`config.mk`:
```
export PLATFORM = sky130hd
export DESIGN_NAME = psg_voice_sequencer
export DESIGN_NICKNAME = d
export VERILOG_FILES = /design/src/rtl/psg_pkg.sv /design/src/rtl/psg_phase_store.sv /design/src/rtl/psg_voice_sequencer.sv
export SDC_FILE = /design/constraint.sdc
export NUM_CORES = 1
export LEC_CHECK = 0
export ABC_AREA = 1
export CAP_MARGIN = 0
export CORE_UTILIZATION = 53
export DETAILED_ROUTE_END_ITERATION = 10
export PLACE_DENSITY = 0.83
export RECOVER_POWER = 100
export SLEW_MARGIN = 10
export SYNTH_ARGS = -nofsm -noshare
export SYNTH_HDL_FRONTEND = slang
export SYNTH_SLANG_ARGS = --single-unit
```
`constraint.sdc`:
```
create_clock -name clk -period 2.4 [get_ports clk]
set_input_delay 0.48 -clock clk [delete_from_list [all_inputs] [get_ports clk]]
set_output_delay 0.48 -clock clk [all_outputs]
set_load 0.05 [all_outputs]
```
`src/rtl/psg_pkg.sv`:
```
// Shared constants for the PSG voice sequencer: phase width, register map
// offsets, waveform encodings and sequencer state encoding.
package psg_pkg;

   localparam int unsigned PHASE_W = 17;

   localparam logic [1:0] REG_FREQ_LO = 2'd0;
   localparam logic [1:0] REG_FREQ_HI = 2'd1;
   localparam logic [1:0] REG_VOL_PAN = 2'd2;
   localparam logic [1:0] REG_WAVE_PW = 2'd3;

   localparam logic [1:0] WAVE_PULSE = 2'd0;
   localparam logic [1:0] WAVE_SAW   = 2'd1;
   localparam logic [1:0] WAVE_TRI   = 2'd2;
   localparam logic [1:0] WAVE_NOISE = 2'd3;

   typedef enum logic [2:0] {
      ST_IDLE,
      ST_RD0,
      ST_RD1,
      ST_RD2,
      ST_RD3,
      ST_CAP,
      ST_EMIT
   } seq_state_t;

endpackage

```
`src/rtl/psg_phase_store.sv`:
```
// Per-voice phase accumulator storage: asynchronous read port, synchronous
// write port, cleared on reset.
module psg_phase_store #(
   parameter int unsigned NUM_VOICES = 8,
   parameter int unsigned PHASE_W    = 17
) (
   input  logic                          clk,
   input  logic                          rst,
   input  logic [$clog2(NUM_VOICES)-1:0] rd_idx,
   output logic [PHASE_W-1:0]            rd_data,
   input  logic                          we,
   input  logic [$clog2(NUM_VOICES)-1:0] wr_idx,
   input  logic [PHASE_W-1:0]            wr_data
);

   logic [PHASE_W-1:0] mem [NUM_VOICES];

   assign rd_data = mem[rd_idx];

   always_ff @(posedge clk) begin
      if (rst) begin
         for (int unsigned i = 0; i < NUM_VOICES; i++) begin
            mem[i] <= '0;
         end
      end else if (we) begin
         mem[wr_idx] <= wr_data;
      end
   end

endmodule

```
`src/rtl/psg_voice_sequencer.sv`:
```
// Frame scheduler: per sample tick, reads each voice's 4 register bytes,
// advances its phase and emits one voice record per 6-cycle slot.
module psg_voice_sequencer #(
   parameter int unsigned NUM_VOICES = 8,
   parameter int unsigned PHASE_W    = psg_pkg::PHASE_W
) (
   input  logic                            clk,
   input  logic                            rst,
   input  logic                            sample_tick,
   input  logic                            overrun_clr,
   output logic [$clog2(4*NUM_VOICES)-1:0] reg_rdaddr,
   input  logic [7:0]                      reg_rddata,
   output logic                            voice_valid,
   output logic [$clog2(NUM_VOICES)-1:0]   voice_idx,
   output logic [15:0]                     voice_freq,
   output logic [5:0]                      voice_vol,
   output logic [1:0]                      voice_pan,
   output logic [1:0]                      voice_wave,
   output logic [5:0]                      voice_pw,
   output logic [PHASE_W-1:0]              voice_phase,
   output logic                            busy,
   output logic                            frame_done,
   output logic                            overrun
);

   import psg_pkg::*;

   localparam int unsigned IW = $clog2(NUM_VOICES);
   localparam int unsigned AW = $clog2(4*NUM_VOICES);
   localparam logic [IW-1:0] LAST_VOICE = IW'(NUM_VOICES - 1);

   seq_state_t         state;
   logic [IW-1:0]      cur;
   logic [7:0]         freq_lo;
   logic [7:0]         freq_hi;
   logic [7:0]         vol_pan;
   logic [PHASE_W-1:0] phase_rd;
   logic               phase_we;

   // voice_phase already holds phase_new during EMIT, so it is the write data
   assign phase_we = (state == ST_EMIT);

   psg_phase_store #(
      .NUM_VOICES (NUM_VOICES),
      .PHASE_W    (PHASE_W)
   ) u_phase_store (
      .clk     (clk),
      .rst     (rst),
      .rd_idx  (cur),
      .rd_data (phase_rd),
      .we      (phase_we),
      .wr_idx  (cur),
      .wr_data (voice_phase)
   );

   always_ff @(posedge clk) begin
      if (rst) begin
         state       <= ST_IDLE;
         cur         <= '0;
         freq_lo     <= '0;
         freq_hi     <= '0;
         vol_pan     <= '0;
         reg_rdaddr  <= '0;
         voice_valid <= 1'b0;
         voice_idx   <= '0;
         voice_freq  <= '0;
         voice_vol   <= '0;
         voice_pan   <= '0;
         voice_wave  <= '0;
         voice_pw    <= '0;
         voice_phase <= '0;
         busy        <= 1'b0;
         frame_done  <= 1'b0;
         overrun     <= 1'b0;
      end else begin
         voice_valid <= 1'b0;
         frame_done  <= 1'b0;

         if (overrun_clr) begin
            overrun <= 1'b0;
         end
         if (sample_tick && (state != ST_IDLE)) begin
            overrun <= 1'b1;
         end

         case (state)
            ST_IDLE: begin
               if (sample_tick) begin
                  state      <= ST_RD0;
                  cur        <= '0;
                  busy       <= 1'b1;
                  reg_rdaddr <= AW'({IW'(0), REG_FREQ_LO});
               end
            end
            ST_RD0: begin
               state      <= ST_RD1;
               reg_rdaddr <= AW'({cur, REG_FREQ_HI});
            end
            ST_RD1: begin
               state      <= ST_RD2;
               freq_lo    <= reg_rddata;
               reg_rdaddr <= AW'({cur, REG_VOL_PAN});
            end
            ST_RD2: begin
               state      <= ST_RD3;
               freq_hi    <= reg_rddata;
               reg_rdaddr <= AW'({cur, REG_WAVE_PW});
            end
            ST_RD3: begin
               state   <= ST_CAP;
               vol_pan <= reg_rddata;
            end
            ST_CAP: begin
               // last byte is consumed straight off the bus into the record
               state       <= ST_EMIT;
               voice_valid <= 1'b1;
               voice_idx   <= cur;
               voice_freq  <= {freq_hi, freq_lo};
               voice_pan   <= vol_pan[7:6];
               voice_vol   <= vol_pan[5:0];
               voice_wave  <= reg_rddata[7:6];
               voice_pw    <= reg_rddata[5:0];
               voice_phase <= phase_rd + PHASE_W'({freq_hi, freq_lo});
               frame_done  <= (cur == LAST_VOICE);
            end
            ST_EMIT: begin
               if (cur == LAST_VOICE) begin
                  state <= ST_IDLE;
                  busy  <= 1'b0;
               end else begin
                  state      <= ST_RD0;
                  cur        <= cur + IW'(1);
                  reg_rdaddr <= AW'({cur + IW'(1), REG_FREQ_LO});
               end
            end
            default: begin
               state <= ST_IDLE;
               busy  <= 1'b0;
            end
         endcase
      end
   end

endmodule

```
==> flow_summary.json <==
{
  "totalWireLength_um": 30190,
  "cp_slowest_stage_delay_ns": 0.44,
  "wire_per_inst_um": 19.17,
  "clk_pin_slew_ns": 0.06,
  "cellPowerDensity_mw_per_mm2": 673.7,
  "vdd_drop_max_v": 0.0005891,
  "tightestPinTransition_ns": 1.042,
  "cts_buffer_depth": 3,
  "fin_cells": 1575,
  "r2r-end": "voice_phase[15]",
  "endpoint": "voice_phase[15]",
  "post-route-period-util": 1.050,
  "rsz0062_at_grt": "yes",
  "pre_cts_slack_ns": -0.1154,
  "cap_violations": 0,
  "overflow": 0,
  "drtPass1Iterations": 6,
  "p_leak_nw": 5.265,
  "ys_top_cells_by_area": "edfxtp_1, dfxtp_1, nor2_1, nand2_1, o21ai_0",
  "clkLatencyLatePin_ns": 0.53,
  "synth_area_leader_cell": "edfxtp_1",
  "synth-seq-cells": 230,
  "arrival_ns": 2.93,
  "dp_hpwl_um": 17230,
  "diodes": 0,
  "startpoint_type": "register",
  "dpl.cell_count": 1525,
  "synth.distinct_cells": 33,
  "power_mw": 8.762,
  "r2r_setup_slack_ns": -0.12,
  "outcome": "finished, violations left",
  "ioPinCount": 73,
  "ys_async_sr_fraction": 0,
  "via_per_inst": 5.850,
  "core_area_sq_mm": 0.01889,
  "syn-cell-area_sq_mm": 0.01034,
  "crit_family": "simple AND/OR/NAND/NOR gates",
  "cts_made_buffers": 22,
  "critPathBufInv": 3,
  "rows": 50,
  "synth_top_area_share": 0.3951,
  "post-route-min-period_ns": 2.519,
  "hold_path.class": "register to register",
  "die_w_um": 141.7,
  "cp.depth": 16,
  "n_fill_cell": 1319,
  "drtIter0Drc": 1002,
  "syn_nets": 1217,
  "port_buffers": 72,
  "yosysSeqAreaShare": 0.5771,
  "cp.required_ns": 2.81,
  "grt_usage": 0.2722,
  "start_util": 0.5472,
  "yosysWarnings": 0,
  "antenna_found_initial": 0,
  "gp_congestion": 0.8917,
  "vias": 9214,
  "final-max-slew-violation-count": 0,
  "path_class": "register to register",
  "setup_violations": 10,
  "fin_hold_ws_ns": 0.4630,
  "critical_path.slowest_cell": "dfxtp_4",
  "reg2regPathDepth": 16,
  "worst-path-max-fanout": 15,
  "synth_edf_count": 136,
  "antenna_left": 0,
  "clock_sinks": 230,
  "final_net_count": 1330,
  "drive_gt1_frac": 0.1612,
  "synth-main-ff-cell": "edfxtp_1",
  "fp.dieH_um": 141.7,
  "violations": "setup timing",
  "fmax_ghz": 0.3969,
  "syn_area_per_cell_sq_um": 8.716,
  "htreeDepth": 1,
  "area_growth_pct": 25.82,
  "layout_setup_ws_ns": -0.1195,
  "grt_max_degree": 58,
  "cts_tree": "yes",
  "root_buffer": "clkbuf_16",
  "drcViolationCount": 0,
  "worstSetupEndpointType": "register",
  "synthCells": 1186,
  "crit_chain": "buf_12 > o21ai_0 > o22ai_1 > nand2_1 > nand2_1 > ha_4 > nand2_2 > inv_1 > nand2_1 > nand2_1 > a21oi_2 > nand2_1 > nand2_1 > nand3_1 > nand2_1 > inv_1",
  "cpMostUsedCell": "nand2_1",
  "grt_pass1_wl_um": 42920,
  "finalHoldViolCount": 0,
  "clock_skew_ns": 0.02821,
  "design.die.area_sq_mm": 0.02007,
  "grt_pass1_vias": 8387,
  "slew_headroom": 0.2992
}
## Yosys cell counts (6+ instances only)
library cell  count
a21oi_1          44
buf_2            16
buf_6            10
clkbuf_1         25
clkinv_1         14
dfxtp_1          94
edfxtp_1        136
ha_1             18
inv_1            72
nand2_1         191
nand3_1          39
nor2_1          316
nor3_1            6
o21ai_0         130
o22ai_1          32
## layout make-up
class | count | area [sq um] | area share
repair buffers | 144 | 1455 | 0.1119
multi-input cells | 810 | 4134 | 0.3178
inverters | 91 | 351.6 | 0.02703
flip-flops and latches | 230 | 5971 | 0.4591
clock inverters | 12 | 101.3 | 0.007792
well taps | 260 | 325.3 | 0.02501
clock buffers | 28 | 668.1 | 0.05137
## tightest hold or removal path: cells and delay by family, from the launching register on
kind	cells	cell delay, ns
AND/OR/NAND/NOR	1	0.06
AO/OA/AOI/OAI	1	0.05
flip-flops	1	0.31
## through the flow
step	instance area, sq um	setup TNS, ns	util
finish	13010	-0.6620	0.6884
floorplan	10340	0	-
detailed placement	11710	-0.6432	0.6200
CTS	12560	-0.003988	0.6648
global route	13010	-2.070	0.6884
global placement	11710	-0.005581	0.6200
## kinds of logic after synthesis
| logic type | count (synthesis) | share of synthesized area |
|---|---|---|
| adder cells (fa/ha/maj) | 19 | 0.02372 |
| AO/OA/AOI/OAI | 214 | 0.1088 |
| XOR/XNOR | 2 | 0.001695 |
| AND/OR/NAND/NOR | 575 | 0.2261 |
| flip-flops | 230 | 0.5771 |
| buffers and inverters | 146 | 0.06258 |
## placed cells by master, fill, tap and decap left out, drive strengths merged, types with 44 or more instances in the layout
cell,instances
a21oi,44
buf,54
clkbuf,46
clkdlybuf4s50,71
dfxtp,94
edfxtp,136
inv,80
nand2,201
nor2,320
o21ai,132
## flip-flops by register name, indices dropped and copies added (netlist names), named ones only
register / cells
cur: 3
freq_hi: 8
frame_done: 1
voice_phase: 17
busy: 1
voice_vol: 6
freq_lo: 8
overrun: 1
voice_idx: 3
voice_pw: 6
state: 3
voice_freq: 16
voice_pan: 2
voice_wave: 2
vol_pan: 8
voice_valid: 1
reg_rdaddr: 5
u_phase_store.mem: 136
## report_power, final
part / internal (mW) / switching [mW]
Clock: 2.10 / 1.54
Combinational: 0.264 / 0.484
Sequential: 4.29 / 0.0808
## worst min-delay path by stage
stage / from / to / depth (start not counted)
floorplan: vol_pan[6] / voice_pan[0] / 2
global placement: reg_rdaddr[3] / reg_rdaddr[3] / 2
detailed placement: reg_rdaddr[0] / reg_rdaddr[0] / 2
CTS: reg_rdaddr[2] / reg_rdaddr[2] / 2
global route: reg_rdaddr[3] / reg_rdaddr[3] / 2
finish: reg_rdaddr[2] / reg_rdaddr[2] / 2
## layer usage
metal | vias up | GRT usage | wire length, um
met5 | - | 0 | 0
met4 | 0 | 0.1064 | 1423
met3 | 146 | 0.04117 | 2905
met1 | 4312 | 0.3444 | 11160
met2 | 617 | 0.4701 | 14700
li1 | 4139 | - | -
## repair_timing
action,4_1_cts,5_1_grt
pin swaps,2,30
buffers inserted,1,3
gates cloned,0,6
hold buffers,0,0
gates resized for setup,22,119
setup endpoints to repair,11,13
No activity file was read; power rests on OpenSTA's default activity.
